**src/rtl/pipeline_mem_stage.sv**
```systemverilog
// ----------------------------------------------------------------------------
// pipeline_mem_stage
//
// Purpose:
//   EX/MEM pipeline register followed by the MEM stage of a 5-stage core.
//   Latches everything the execute stage produces and resolves branches and
//   jumps from the latched values. It runs the data-memory req/ack handshake,
//   holds the upstream stages while an access is outstanding, and aborts an
//   access that receives no acknowledge within TIMEOUT_CYCLES cycles.
//
// Parameters:
//   TIMEOUT_CYCLES : maximum number of cycles mem_req stays high without mem_ack
//   CNT_W          : timeout counter width, 2**CNT_W > TIMEOUT_CYCLES
//
// Ports:
//   clk, rst            : rising-edge clock, synchronous active-high reset
//   *_in_MEM            : execute-stage results and control for the current op
//   mem_addr/wdata/we   : data-memory request payload, zero while idle
//   mem_req, mem_ack    : request / completion handshake (rdata valid with ack)
//   mem_rdata           : load data from memory
//   stall_out           : freezes PC, IF/ID and ID/EX while an access waits
//   PCSrc_out, flush_out: taken branch or jump, redirect PC and squash IF/ID, ID/EX
//   PC_target_out       : latched branch/jump target
//   valid_out_MEM       : instruction completes this cycle, valid for WB
//   *_out_MEM           : latched pass-through results and load data for WB
//   mem_err_out         : sticky access-timeout flag, cleared only by rst
// ----------------------------------------------------------------------------
module pipeline_mem_stage #(
    parameter int unsigned TIMEOUT_CYCLES = 255,
    parameter int unsigned CNT_W          = 8
) (
    input  logic        clk,
    input  logic        rst,

    input  logic        valid_in_MEM,
    input  logic [31:0] PC_in_MEM,
    input  logic [31:0] PC4_in_MEM,
    input  logic        zero_in_MEM,
    input  logic [31:0] ALU_in_MEM,
    input  logic [31:0] Rs2_in_MEM,
    input  logic        MemRead_in_MEM,
    input  logic        MemWrite_in_MEM,
    input  logic        Branch_in_MEM,
    input  logic        Jump_in_MEM,
    input  logic        RegWrite_in_MEM,
    input  logic [1:0]  MemtoReg_in_MEM,
    input  logic [4:0]  Rd_in_MEM,

    output logic [31:0] mem_addr,
    output logic [31:0] mem_wdata,
    output logic        mem_we,
    output logic        mem_req,
    input  logic        mem_ack,
    input  logic [31:0] mem_rdata,

    output logic        stall_out,
    output logic        PCSrc_out,
    output logic [31:0] PC_target_out,
    output logic        flush_out,

    output logic        valid_out_MEM,
    output logic [31:0] ALU_out_MEM,
    output logic [31:0] Data_out_MEM,
    output logic [31:0] PC4_out_MEM,
    output logic        RegWrite_out_MEM,
    output logic [1:0]  MemtoReg_out_MEM,
    output logic [4:0]  Rd_out_MEM,
    output logic        mem_err_out
);

    typedef enum logic {
        S_IDLE   = 1'b0,
        S_ACCESS = 1'b1
    } state_t;

    // Everything latched from EX in one register so capture/hold is a single decision.
    typedef struct packed {
        logic        valid;
        logic [31:0] pc_target;
        logic [31:0] pc4;
        logic        zero;
        logic [31:0] alu;
        logic [31:0] rs2;
        logic        mem_read;
        logic        mem_write;
        logic        branch;
        logic        jump;
        logic        reg_write;
        logic [1:0]  mem_to_reg;
        logic [4:0]  rd;
    } ex_mem_t;

    // Counter value on the last permitted waiting cycle: the increment on this
    // cycle would make the count reach TIMEOUT_CYCLES.
    localparam logic [CNT_W-1:0] TIMEOUT_LAST = CNT_W'(TIMEOUT_CYCLES - 1);

    ex_mem_t            ex_mem_q, ex_mem_d;
    state_t             state_q, state_d;
    logic [CNT_W-1:0]   cnt_q, cnt_d;
    logic [31:0]        data_q, data_d;
    logic               err_q, err_d;

    logic               in_access;
    logic               timeout_hit;
    logic               cap_valid;
    logic               cap_mem_op;
    logic               is_load_q;

    // ------------------------------------------------------------------------
    // Control decode
    // ------------------------------------------------------------------------
    assign in_access   = (state_q == S_ACCESS);
    assign timeout_hit = in_access & ~mem_ack & (cnt_q == TIMEOUT_LAST);
    assign stall_out   = in_access & ~mem_ack & ~timeout_hit;

    // Branch resolution works purely on latched values, so it is stable all cycle.
    assign PCSrc_out     = ex_mem_q.valid & (ex_mem_q.jump | (ex_mem_q.branch & ex_mem_q.zero));
    assign flush_out     = PCSrc_out;
    assign PC_target_out = ex_mem_q.pc_target;

    // The instruction behind a taken branch is on the wrong path: latch it as a bubble.
    assign cap_valid  = valid_in_MEM & ~PCSrc_out;
    // Branches and jumps never touch memory even if their decode sets MemRead/MemWrite.
    assign cap_mem_op = cap_valid & (MemRead_in_MEM | MemWrite_in_MEM)
                        & ~Branch_in_MEM & ~Jump_in_MEM;

    // MemRead together with MemWrite is a store, so only a pure read returns data.
    assign is_load_q  = ex_mem_q.mem_read & ~ex_mem_q.mem_write;

    // ------------------------------------------------------------------------
    // Pipeline register next state: capture whenever the stage is not stalled
    // ------------------------------------------------------------------------
    always_comb begin
        // NOTE: every signal written here gets a default first; a path that
        // leaves one unassigned would infer a latch.
        ex_mem_d = ex_mem_q;
        if (!stall_out) begin
            ex_mem_d.valid      = cap_valid;
            ex_mem_d.pc_target  = PC_in_MEM;
            ex_mem_d.pc4        = PC4_in_MEM;
            ex_mem_d.zero       = zero_in_MEM;
            ex_mem_d.alu        = ALU_in_MEM;
            ex_mem_d.rs2        = Rs2_in_MEM;
            ex_mem_d.mem_read   = MemRead_in_MEM;
            ex_mem_d.mem_write  = MemWrite_in_MEM;
            ex_mem_d.branch     = Branch_in_MEM;
            ex_mem_d.jump       = Jump_in_MEM;
            ex_mem_d.reg_write  = RegWrite_in_MEM;
            ex_mem_d.mem_to_reg = MemtoReg_in_MEM;
            ex_mem_d.rd         = Rd_in_MEM;
        end
    end

    // ------------------------------------------------------------------------
    // Access FSM next state
    // ------------------------------------------------------------------------
    always_comb begin
        state_d = state_q;
        cnt_d   = cnt_q;
        data_d  = data_q;
        err_d   = err_q;

        case (state_q)
            S_IDLE: begin
                // A stray mem_ack while idle is ignored.
                if (cap_mem_op) begin
                    state_d = S_ACCESS;
                    cnt_d   = '0;
                end
            end

            S_ACCESS: begin
                if (mem_ack) begin
                    if (is_load_q) begin
                        data_d = mem_rdata;
                    end
                    // The next instruction is latched on this same edge; if it
                    // is a memory op its access starts immediately, no bubble.
                    state_d = cap_mem_op ? S_ACCESS : S_IDLE;
                    cnt_d   = '0;
                end else if (timeout_hit) begin
                    err_d   = 1'b1;
                    data_d  = '0;
                    // The stall is released on the aborting edge too, so a
                    // memory op latched here still gets its own access.
                    state_d = cap_mem_op ? S_ACCESS : S_IDLE;
                    cnt_d   = '0;
                end else begin
                    cnt_d = cnt_q + CNT_W'(1);
                end
            end

            default: begin
                state_d = S_IDLE;
                cnt_d   = '0;
            end
        endcase
    end

    // ------------------------------------------------------------------------
    // State registers
    // ------------------------------------------------------------------------
    always_ff @(posedge clk) begin
        // NOTE: sequential state uses non-blocking assignments so every
        // register samples pre-edge values regardless of statement order.
        if (rst) begin
            ex_mem_q <= '0;
            state_q  <= S_IDLE;
            cnt_q    <= '0;
            data_q   <= '0;
            err_q    <= 1'b0;
        end else begin
            ex_mem_q <= ex_mem_d;
            state_q  <= state_d;
            cnt_q    <= cnt_d;
            data_q   <= data_d;
            err_q    <= err_d;
        end
    end

    // ------------------------------------------------------------------------
    // Memory interface: payload is forced to zero outside an access
    // ------------------------------------------------------------------------
    assign mem_req   = in_access;
    assign mem_addr  = in_access ? ex_mem_q.alu : 32'h0;
    assign mem_wdata = in_access ? ex_mem_q.rs2 : 32'h0;
    assign mem_we    = in_access & ex_mem_q.mem_write;

    // ------------------------------------------------------------------------
    // Write-back side
    // ------------------------------------------------------------------------
    assign valid_out_MEM    = ex_mem_q.valid & ~stall_out;
    assign ALU_out_MEM      = ex_mem_q.alu;
    assign Data_out_MEM     = data_q;
    assign PC4_out_MEM      = ex_mem_q.pc4;
    assign RegWrite_out_MEM = ex_mem_q.reg_write;
    assign MemtoReg_out_MEM = ex_mem_q.mem_to_reg;
    assign Rd_out_MEM       = ex_mem_q.rd;
    assign mem_err_out      = err_q;

endmodule

```
**config.mk**
```make
export PLATFORM = sky130hd
export DESIGN_NAME = pipeline_mem_stage
export DESIGN_NICKNAME = d
export VERILOG_FILES = /design/src/rtl/pipeline_mem_stage.sv
export SDC_FILE = /design/constraint.sdc
export NUM_CORES = 1
export LEC_CHECK = 0
export BUFFER_PORTS_ARGS = -buffer_cell sky130_fd_sc_hd__buf_2
export CAP_MARGIN = 30
export CORE_AREA = 2 2 150 152
export CTS_BUF_LIST = sky130_fd_sc_hd__clkbuf_8
export DETAILED_ROUTE_END_ITERATION = 16
export DIE_AREA = 0 0 152 154
export PLACE_DENSITY_LB_ADDON = 0.25
export SLEW_MARGIN = 20
export SYNTH_ARGS = -nofsm -noshare
export SYNTH_HDL_FRONTEND = slang
export SYNTH_SLANG_ARGS = --single-unit
```
**constraint.sdc**
```tcl
create_clock -name clk -period 1.7 [get_ports clk]
set_input_delay 0.34 -clock clk [delete_from_list [all_inputs] [get_ports clk]]
set_output_delay 0.34 -clock clk [all_outputs]
set_load 0.02 [all_outputs]
```
==> flow_results.org, run 1 <==
** Yosys
- After synthesis the netlist holds a flip-flop and latch count of 184.
- Of all flip-flops after synthesis, the portion carrying an async set or reset was 0.
- The synthesized netlist contains 34 unique library cells.
- Post-synth EDFFs :: 0
- When the netlist entered floorplanning its net count stood at 1,107.
- The most used flip-flop cell after synthesis is sky130_fd_sc_hd__dfxtp_1.
- Top-area cell type share of the netlist area :: 0.482
- Synthesis Warnings :: 0
- The biggest area contributor in the post-synthesis netlist is sky130_fd_sc_hd__dfxtp_1.
- Seq/Total Area, Yosys :: 0.482
- Top cell types by occurrence after synthesis :: sky130_fd_sc_hd__nand2_1, sky130_fd_sc_hd__dfxtp_1, sky130_fd_sc_hd__a21oi_1
- Post-Synthesis Mean Instance Area :: 8.24 um^2
- Gate Count Post-Synth :: 928
- Most area-consuming cells after synthesis :: sky130_fd_sc_hd__dfxtp_1, sky130_fd_sc_hd__nand2_1, sky130_fd_sc_hd__buf_4
- sky130_fd_sc_hd__nand2_1 is the most common cell in the netlist.
- Post-synth design cell area :: 0.00765 mm^2

** Min path
- Min-delay worst type :: input pin to flop

** Die
- In this run the vertical extent of the chip is 154 um.
- For this configuration, the core starts out at a cell density of 0.353.
- Total Die Area :: 0.0234 mm^2
- Cell Rows :: 54
- The die is 152 um wide.
- Number of I/O pins :: 384
- The region available for standard cell placement spans 0.0217 mm^2.

** STA
- Unrepaired setup endpoints after global routing :: true
- In the finished design, the share of the clock period the worst path needs comes to 1.10.
- Clock skew on the completed layout was measured at 0.0173 ns.
- Final setup violating endpoints :: 67
- Max-slew violation count :: 0
- Headroom to the max-slew limit came out at 0.424.
- Max Freq :: 0.533 GHz
- Slew @ Worst Pin :: 0.864 ns
- For the finished layout, the period the worst path requires is 1.88 ns.
- Setup ws final :: -0.176 ns
- The hold violation total from the final report is 0.
- The tightest hold path in the finished design has a slack of 0.0922 ns.

** Layout
- Counting the fill cells in the layout gives 2,081.
- Number of inserted diodes :: 0
- The sequential cells in the finished layout cover a total of 0.00369 mm^2.
- At the end of the flow the core is filled with cells to 0.506.
- In the final design database the tool counted 1,415 nets.
- Post-synthesis to final-layout area growth :: 43.5%
- The finished cells cover 0.0110 mm^2.
- Combined area of the multi-input logic cells :: 0.00305 mm^2
- Proportion of layout cells with a drive suffix above 1 :: 0.456

** Power
- The completed layout was analyzed and its total power is 8.78 mW.
- Worst vdd rail ir drop :: 0.475 mV
- For this design the static power due to leakage is 5.41 nW.
- In this run the power density over the cells is 799 mW/mm^2.

** Routing
- DRC viols :: 0
- Wires add up to 24.9 mm.
- Detailed-route vias per instance :: 4.65
- DR vias :: 7,112
- After the first detailed-routing iteration, the DRC count stood at 356.
- First-pass DRT Iterations :: 5
- Once detail routing completed, the nets flagged for antenna violations numbered 0.
- After detailed routing, the average wire length per cell comes to 16.3 um.

** Global route
- The first global-routing pass estimated 35.1 mm of wire.
- Layer with the highest usage after global routing :: met2
- Met3 track demand over resource in global routing :: 0.0485
- Largest net degree at the start of global routing :: 81
- The number of antenna violations at the first check in global routing is 1.
- For this run, the total global-route usage over all layers was measured as 0.184.
- The number of global-route vias before repair was 6,725.
- Global routing finished with a remaining overflow of 0.
- For met2 alone, demand over resource in global routing was 0.320.
- Met1 routing resource usage after global routing :: 0.221

** Clock tree
- TritonCTS sink count :: 184
- Clock latency at the later pin of the worst-skew pair :: 0.46 ns
- Buffer type at the clock tree root :: sky130_fd_sc_hd__clkbuf_8
- In this run the number of H-tree levels came out at 4.
- Total CTS buffers :: 17
- Clock-pin slew was measured on the worst setup and hold paths at 0.11 ns.
- Maximum number of buffers from clock root to sink :: 2
- TritonCTS built the clock tree.
- The number of hold buffers added after CTS was 0.

** Critical path
- Data on the critical path arrives at its endpoint at 1.54 ns.
- The largest single stage delay on the critical path is 0.34 ns.
- The setup path with the least slack is of type flop to output port.
- STA classifies the critical path endpoint as an output port.
- STA classifies the critical path startpoint as a flop.
- The slowest stage of the critical path belongs to the cell sky130_fd_sc_hd__dfxtp_2.
- Required time of the worst setup path :: 1.36 ns
- Cell-by-cell listing of the critical path :: inv_2 > ha_4 > nand3_4 > o21ai_4 > inv_4 > nor2_4 > buf_6
- Of all nets on the critical path, the largest fanout is 4.

** Placed design
- Detailed placer's ending HPWL :: 15.2 mm
- Buffers on Ports :: 383
- At the end of routability-driven placement, the weighted congestion stood at 0.803.
- Placement Cell Area :: 0.00917 mm^2

** Outcome
- The run finished, with violations left.
- Violated checks :: setup timing

** Flow run
- Max-cap violations in this run came to 0.
## worst max-delay path, delay by kind of cell (launching register included)
family | cells | cell delay [ns]
and+or+nand+nor | 2 | 0.18
buffers and inverters | 3 | 0.26
DFF | 1 | 0.34
adders and majority gates | 1 | 0.14
AOI/OAI and AO/OA | 1 | 0.17
## final timing paths
path                                                        from                          endpoint  slack (ns)  cells after the start
worst min-delay path                               mem_rdata[14]     Data_out_MEM[14]$_SDFFE_PP0P_        0.09                      2
worst max-delay path                       cnt_q[0]$_SDFFE_PP0P_                     valid_out_MEM       -0.18                      7
worst max register to register             cnt_q[0]$_SDFFE_PP0P_      ALU_out_MEM[12]$_SDFFE_PP0N_        0.02                      9
worst min register to register  MemtoReg_out_MEM[0]$_SDFFE_PP0N_  MemtoReg_out_MEM[0]$_SDFFE_PP0N_        0.45                      2
## where the power goes
group	switching [mW]	internal, mW
logic	0.636	0.525
clock network	1.77	1.22
registers	0.113	4.51
total	2.52	6.26
## routing by layer
metal  vias to the layer above  wire, um
met2                       256     12400
li1                       3540         -
met4                         0       401
met1                      3289     10800
met3                        27      1330
met5                         -         0
## stage by stage
| step | setup TNS (ns) | setup slack, ns | std cells |
|---|---|---|---|
| global route | -13.62 | -0.284 | 1529 |
| finish | -3.99 | -0.176 | 1529 |
| CTS | -6.12 | -0.204 | 1508 |
| detailed placement | 0 | 0.00692 | 1460 |
| global placement | 0 | 0.0448 | 1460 |
| floorplan | 0 | 0.00601 | 928 |
## final cells by class
class | count | area share
Sequential cell | 184 | 0.336
Timing Repair Buffer | 453 | 0.315
Multi-Input combinational cell | 575 | 0.278
Tap cell | 280 | 0.0319
Clock buffer | 17 | 0.0213
Clock inverter | 15 | 0.0149
Inverter | 5 | 0.00194
## sequential cells by signal, summed over array words and instances (netlist names)
signal	count
mem_req	1
ALU_out_MEM	32
MemtoReg_out_MEM	2
mem_err_out	1
ex_mem_q	38
Rd_out_MEM	5
RegWrite_out_MEM	1
PC_target_out	32
Data_out_MEM	32
PC4_out_MEM	32
cnt_q	8
## layout by cell type (no fill, tap or decap), types with 2 or more instances in the layout
| cell type | synthesis | layout |
|---|---|---|
| sky130_fd_sc_hd__clkinv_4 | 0 | 3 |
| sky130_fd_sc_hd__nor2_1 | 9 | 8 |
| sky130_fd_sc_hd__o21a_1 | 4 | 4 |
| sky130_fd_sc_hd__buf_2 | 21 | 314 |
| sky130_fd_sc_hd__inv_6 | 0 | 3 |
| sky130_fd_sc_hd__a221o_1 | 3 | 3 |
| sky130_fd_sc_hd__buf_8 | 0 | 2 |
| sky130_fd_sc_hd__nand2_1 | 283 | 283 |
| sky130_fd_sc_hd__nand3_1 | 4 | 3 |
| sky130_fd_sc_hd__dfxtp_2 | 0 | 6 |
| sky130_fd_sc_hd__a21oi_1 | 143 | 142 |
| sky130_fd_sc_hd__clkbuf_8 | 0 | 17 |
| sky130_fd_sc_hd__buf_12 | 0 | 11 |
| sky130_fd_sc_hd__nand3b_1 | 2 | 2 |
| sky130_fd_sc_hd__clkbuf_16 | 0 | 12 |
| sky130_fd_sc_hd__xnor2_1 | 2 | 2 |
| sky130_fd_sc_hd__mux2_2 | 2 | 2 |
| sky130_fd_sc_hd__dfxtp_1 | 184 | 177 |
| sky130_fd_sc_hd__o21ai_0 | 4 | 4 |
| sky130_fd_sc_hd__clkinv_8 | 0 | 2 |
| sky130_fd_sc_hd__inv_1 | 4 | 5 |
| sky130_fd_sc_hd__buf_16 | 0 | 10 |
| sky130_fd_sc_hd__nor4_1 | 3 | 3 |
| sky130_fd_sc_hd__a22o_1 | 34 | 34 |
| sky130_fd_sc_hd__buf_6 | 9 | 76 |
| sky130_fd_sc_hd__nand4_1 | 2 | 2 |
| sky130_fd_sc_hd__inv_8 | 0 | 3 |
| sky130_fd_sc_hd__and2_4 | 0 | 65 |
| sky130_fd_sc_hd__buf_4 | 112 | 28 |
## timing repair
action                                 4_1_cts  5_1_grt
endpoints found under the hold margin        0        0
gates cloned                                 7       19
setup endpoints to repair                   69      235
gates resized for setup                    192       55
pin swaps                                   27       20
buffers inserted                             9        2
## cell families (layout without fill, tap and decap cells)
kind of cell	Yosys count	after routing	synth area share
DFF	184	184	0.482
xor gates and xnor gates	2	2	0.00229
adders and majority gates	2	2	0.00327
AOI/OAI and AO/OA	195	195	0.149
and+or+nand+nor	374	374	0.211
buffers and inverters	169	490	0.150
muxes	2	2	0.00294
(Power assumes the default switching activity.)
==> inputs of run 2 (changes only) <==
- GPL_TIMING_DRIVEN: unset -> 0
- clock period: 1.7 -> 1.6 ns (I/O delays scaled with it)
==> flow_results.org, run 2 (same netlist as run 1, synthesis figures left out) <==
** Die
- Placeable core region :: 0.0217 mm^2 (unchanged)
- Number of I/O pins :: 384 (unchanged)
- Total Die Area :: 0.0234 mm^2 (unchanged)
- Width of the die :: 152 um (unchanged)
- The initial core utilization was 0.353 (unchanged).
- Cell Rows :: 54 (unchanged)
- Die outline height :: 154 um (unchanged)

** Global route
- The total overflow reported by the global router was 0 (unchanged).
- The number of antenna violations at the first check in global routing was 0 (was 1).
- Largest net degree at the start of global routing :: 20 (was 81)
- The number of global-route vias before repair was 7,610 (was 6,725).
- Gr usage total :: 0.211 (was 0.184)
- The first-pass GRT wire length is 39.9 mm (was 35.1 mm).

** Critical path
- The data required time at the worst endpoint came to 1.28 ns (was 1.36 ns).
- The kind of launch point of the worst setup path was a flop (unchanged).
- Buffer and inverter count on the worst path :: 5 (was 3)
- The most numerous cell type found on the critical path is sky130_fd_sc_hd__buf_6.
- Critical path data arrival time :: 1.70 ns (was 1.54 ns)
- Crit path kind :: flop to output port (unchanged)
- The cell with the largest stage delay on the worst path is sky130_fd_sc_hd__dfxtp_2 (unchanged).
- Cell-by-cell listing of the critical path :: inv_2 > ha_4 > nand3_4 > o21ai_2 > buf_6 > inv_8 > buf_8 > nor2_4 > buf_6 (was inv_2 > ha_4 > nand3_4 > o21ai_4 > inv_4 > nor2_4 > buf_6)
- The reg-to-reg startpoint is cnt_q[0]$_SDFFE_PP0P_ (unchanged).
- Worst stage delay on the critical path :: 0.34 ns (about the same)
- The largest fanout on the critical path is 3 (was 4).
- The critical register-to-register path endpoint is ex_mem_q[39]$_SDFFE_PP0N_ (was ALU_out_MEM[12]$_SDFFE_PP0N_).
- The critical path endpoint category is an output port (unchanged).
- The depth of the most critical reg-to-reg path came to 14 (was 9).
- CP delay by family, top :: buffers and inverters (was flip-flops)
- The setup slack on the worst flop-to-flop path came to -0.36 ns (was 0.02 ns).

** Power
- The proportion of power drawn by the clock network is 0.334 (was 0.341).
- Overall power :: 9.85 mW (was 8.78 mW)
- Share of power burned in registers :: 0.499 (was 0.526)
- The worst voltage drop across the vdd grid is 0.467 mV (was 0.475 mV).
- Net Sw Frac :: 0.295 (was 0.287)
- The cell leakage power is 6.31 nW (was 5.41 nW).
- The combinational share of power is 0.167 (was 0.132).
- PD cells :: 760 mW/mm^2 (was 799 mW/mm^2)
- The design internal power came to 6.95 mW (was 6.26 mW).
- The power spent charging and discharging nets came to 2.91 mW (was 2.52 mW).

** Layout
- The leading cell type in the layout, fill and taps excluded is sky130_fd_sc_hd__buf_2 (unchanged).
- Number of nets at the end of the flow :: 1,571 (was 1,415)
- Proportion of layout cells with a drive suffix above 1 :: 0.636 (was 0.456)
- The register with the highest flop count is ex_mem_q (unchanged).
- Commonest cells after routing, fill and taps aside :: sky130_fd_sc_hd__buf_2, sky130_fd_sc_hd__nand2_1, sky130_fd_sc_hd__dfxtp_1 (unchanged)
- Non-Filler Instances :: 1,685 (was 1,529)
- Post-synthesis to final-layout area growth :: 69.4% (was 43.5%)
- Number of inserted diodes :: 0 (unchanged)
- Largest register FFs :: 38 (unchanged)

** Placed design
- Final weighted congestion in routability-driven placement :: 0.803 (about the same)
- Detailed placer's ending HPWL :: 17.5 mm (was 15.2 mm)
- Buffers on Ports :: 383 (unchanged)
- The cell count after placement was 1,591 (was 1,460).

** Outcome
- Status: complete, but fails checks (unchanged).
- Violated checks: setup timing (unchanged).

** STA
- Max-slew violation count :: 0 (unchanged)
- The slew at the pin with the worst max-slew slack came to 0.733 ns (was 0.864 ns).
- The worst path in the final design needs a cycle of 2.02 ns, including I/O delays and setup.
- The clock skew after layout was 0.0183 ns (was 0.0173 ns).
- Share of the clock period used by the worst path :: 1.27
- Final setup violating endpoints :: 245 (was 67)
- Max Freq :: 0.494 GHz
- Unrepaired setup endpoints after global routing :: true (unchanged)
- The final critical-path setup slack is -0.424 ns (was -0.176 ns).
- Hold Violations, Final :: 0 (unchanged)
- Worst slew slack as a fraction of its limit :: 0.511 (was 0.424)

** Routing
- DR vias :: 7,827 (was 7,112)
- The final antenna-violating net count is 0 (unchanged).
- The detailed-route DRC error count is 0 (unchanged).
- The number of DRC markers after the initial detailed-route iteration came to 318 (was 356).
- First-pass DRT Iterations :: 4 (was 5)
- The routed length per instance came to 15.8 um (was 16.3 um).
- Detailed-route vias per instance :: 4.65 (about the same)
- The overall routed net length was 26.6 mm (was 24.9 mm).

** Clock tree
- CTS tree :: yes (unchanged)
- Buffer type at the clock tree root :: sky130_fd_sc_hd__clkbuf_8 (unchanged)
- The deepest clock path buffer count was 2 (unchanged).
- Worst-path clk slew :: 0.11 ns (about the same)
- The clock net sink count is 184 (unchanged).
- The total clock buffers created by CTS came to 17 (unchanged).
- Clock latency at the later pin of the worst-skew pair :: 0.47 ns (was 0.46 ns)
- H-Tree Depth :: 4 (unchanged)

** Min path
- The start point of the worst hold path is mem_rdata[28] (was mem_rdata[14]).
- Min-delay worst type :: input pin to flop (unchanged)
- The hold path depth was 2 (unchanged).
- The worst hold path endpoint was Data_out_MEM[28]$_SDFFE_PP0P_ (was Data_out_MEM[14]$_SDFFE_PP0P_).

** Flow run
- MaxCap Viol Count :: 0 (unchanged)
==> run 2: worst reg2reg max path, stage by stage, from the launching register on <==
cell and delay, ns:
sky130_fd_sc_hd__dfxtp_2 0.35, sky130_fd_sc_hd__inv_2 0.05, sky130_fd_sc_hd__ha_4 0.16, sky130_fd_sc_hd__nand3_4 0.08, sky130_fd_sc_hd__o21ai_2 0.06, sky130_fd_sc_hd__buf_6 0.13
sky130_fd_sc_hd__buf_4 0.13, sky130_fd_sc_hd__buf_6 0.11, sky130_fd_sc_hd__buf_12 0.13, sky130_fd_sc_hd__buf_12 0.12, sky130_fd_sc_hd__buf_16 0.14, sky130_fd_sc_hd__buf_12 0.13
sky130_fd_sc_hd__buf_16 0.13, sky130_fd_sc_hd__nand2_2 0.07, sky130_fd_sc_hd__a21oi_2 0.05
==> run 2: layout make-up <==
cell class / count / area [um^2]
well taps: 280 / 350
repair buffers: 448 / 3350
multi-input cells: 575 / 3740
plain buffers: 161 / 1380
flip-flops and latches: 184 / 3700
clock inverters: 15 / 181
inverters: 5 / 26.3
clock buffers: 17 / 234
fillers: 1943 / 8730
==> run 2: power groups by stage <==
stage / Sequential, mW / Combinational (mW) / Clock, mW
after global routing: 4.95 / 1.77 / 3.58
after floorplan: 4.98 / 0.772 / 0
after CTS: 4.91 / 1.52 / 3.38
final: 4.92 / 1.64 / 3.29
after global placement: 5.01 / 1.25 / 0
after detailed placement: 5.01 / 1.26 / 0
==> run 2: timing repair <==
item	4_1_cts	5_1_grt
endpoints found under the setup margin	252	253
hold buffers	0	0
resized for setup	392	176
cloned	21	5
pin swaps	101	84
buffers inserted	36	11
==> run 2: through the flow <==
stage | setup WS (ns) | utilization | hold slack (ns) | TNS [ns] | instance area (um^2)
6_report | -0.424 | 0.597 | 0.0631 | -53.48 | 13000
5_1_grt | -0.515 | 0.597 | 0.0242 | -68.34 | 13000
4_1_cts | -0.462 | 0.568 | 0.0319 | -50.38 | 12300
3_5_place_dp | -0.666 | 0.458 | 0.439 | -74.23 | 9940
3_3_place_gp | -0.664 | 0.458 | 0.434 | -72.74 | 9940
2_1_floorplan | 0.00997 | - | 0.427 | 0 | 7670
==> run 2: worst max path at each step <==
stage | from | to | slack (ns) | cells past startpoint
2_1_floorplan | cnt_q[0]$_SDFFE_PP0P_ | valid_out_MEM | 0.01 | 8
3_5_place_dp | mem_req$_SDFF_PP0_ | mem_wdata[0] | -0.67 | 4
4_1_cts | cnt_q[0]$_SDFFE_PP0P_ | valid_out_MEM | -0.46 | 9
3_3_place_gp | mem_req$_SDFF_PP0_ | mem_wdata[0] | -0.66 | 4
5_1_grt | cnt_q[0]$_SDFFE_PP0P_ | valid_out_MEM | -0.52 | 9
6_report | cnt_q[0]$_SDFFE_PP0P_ | valid_out_MEM | -0.42 | 9
==> run 2: per-layer routing <==
layer | wire (um) | vias to the layer above | global-route usage
met2 | 13500 | 267 | 0.365
met5 | 0 | - | 0
li1 | - | 3854 | -
met4 | 566 | 0 | 0.0703
met3 | 1680 | 36 | 0.0648
met1 | 10800 | 3670 | 0.250
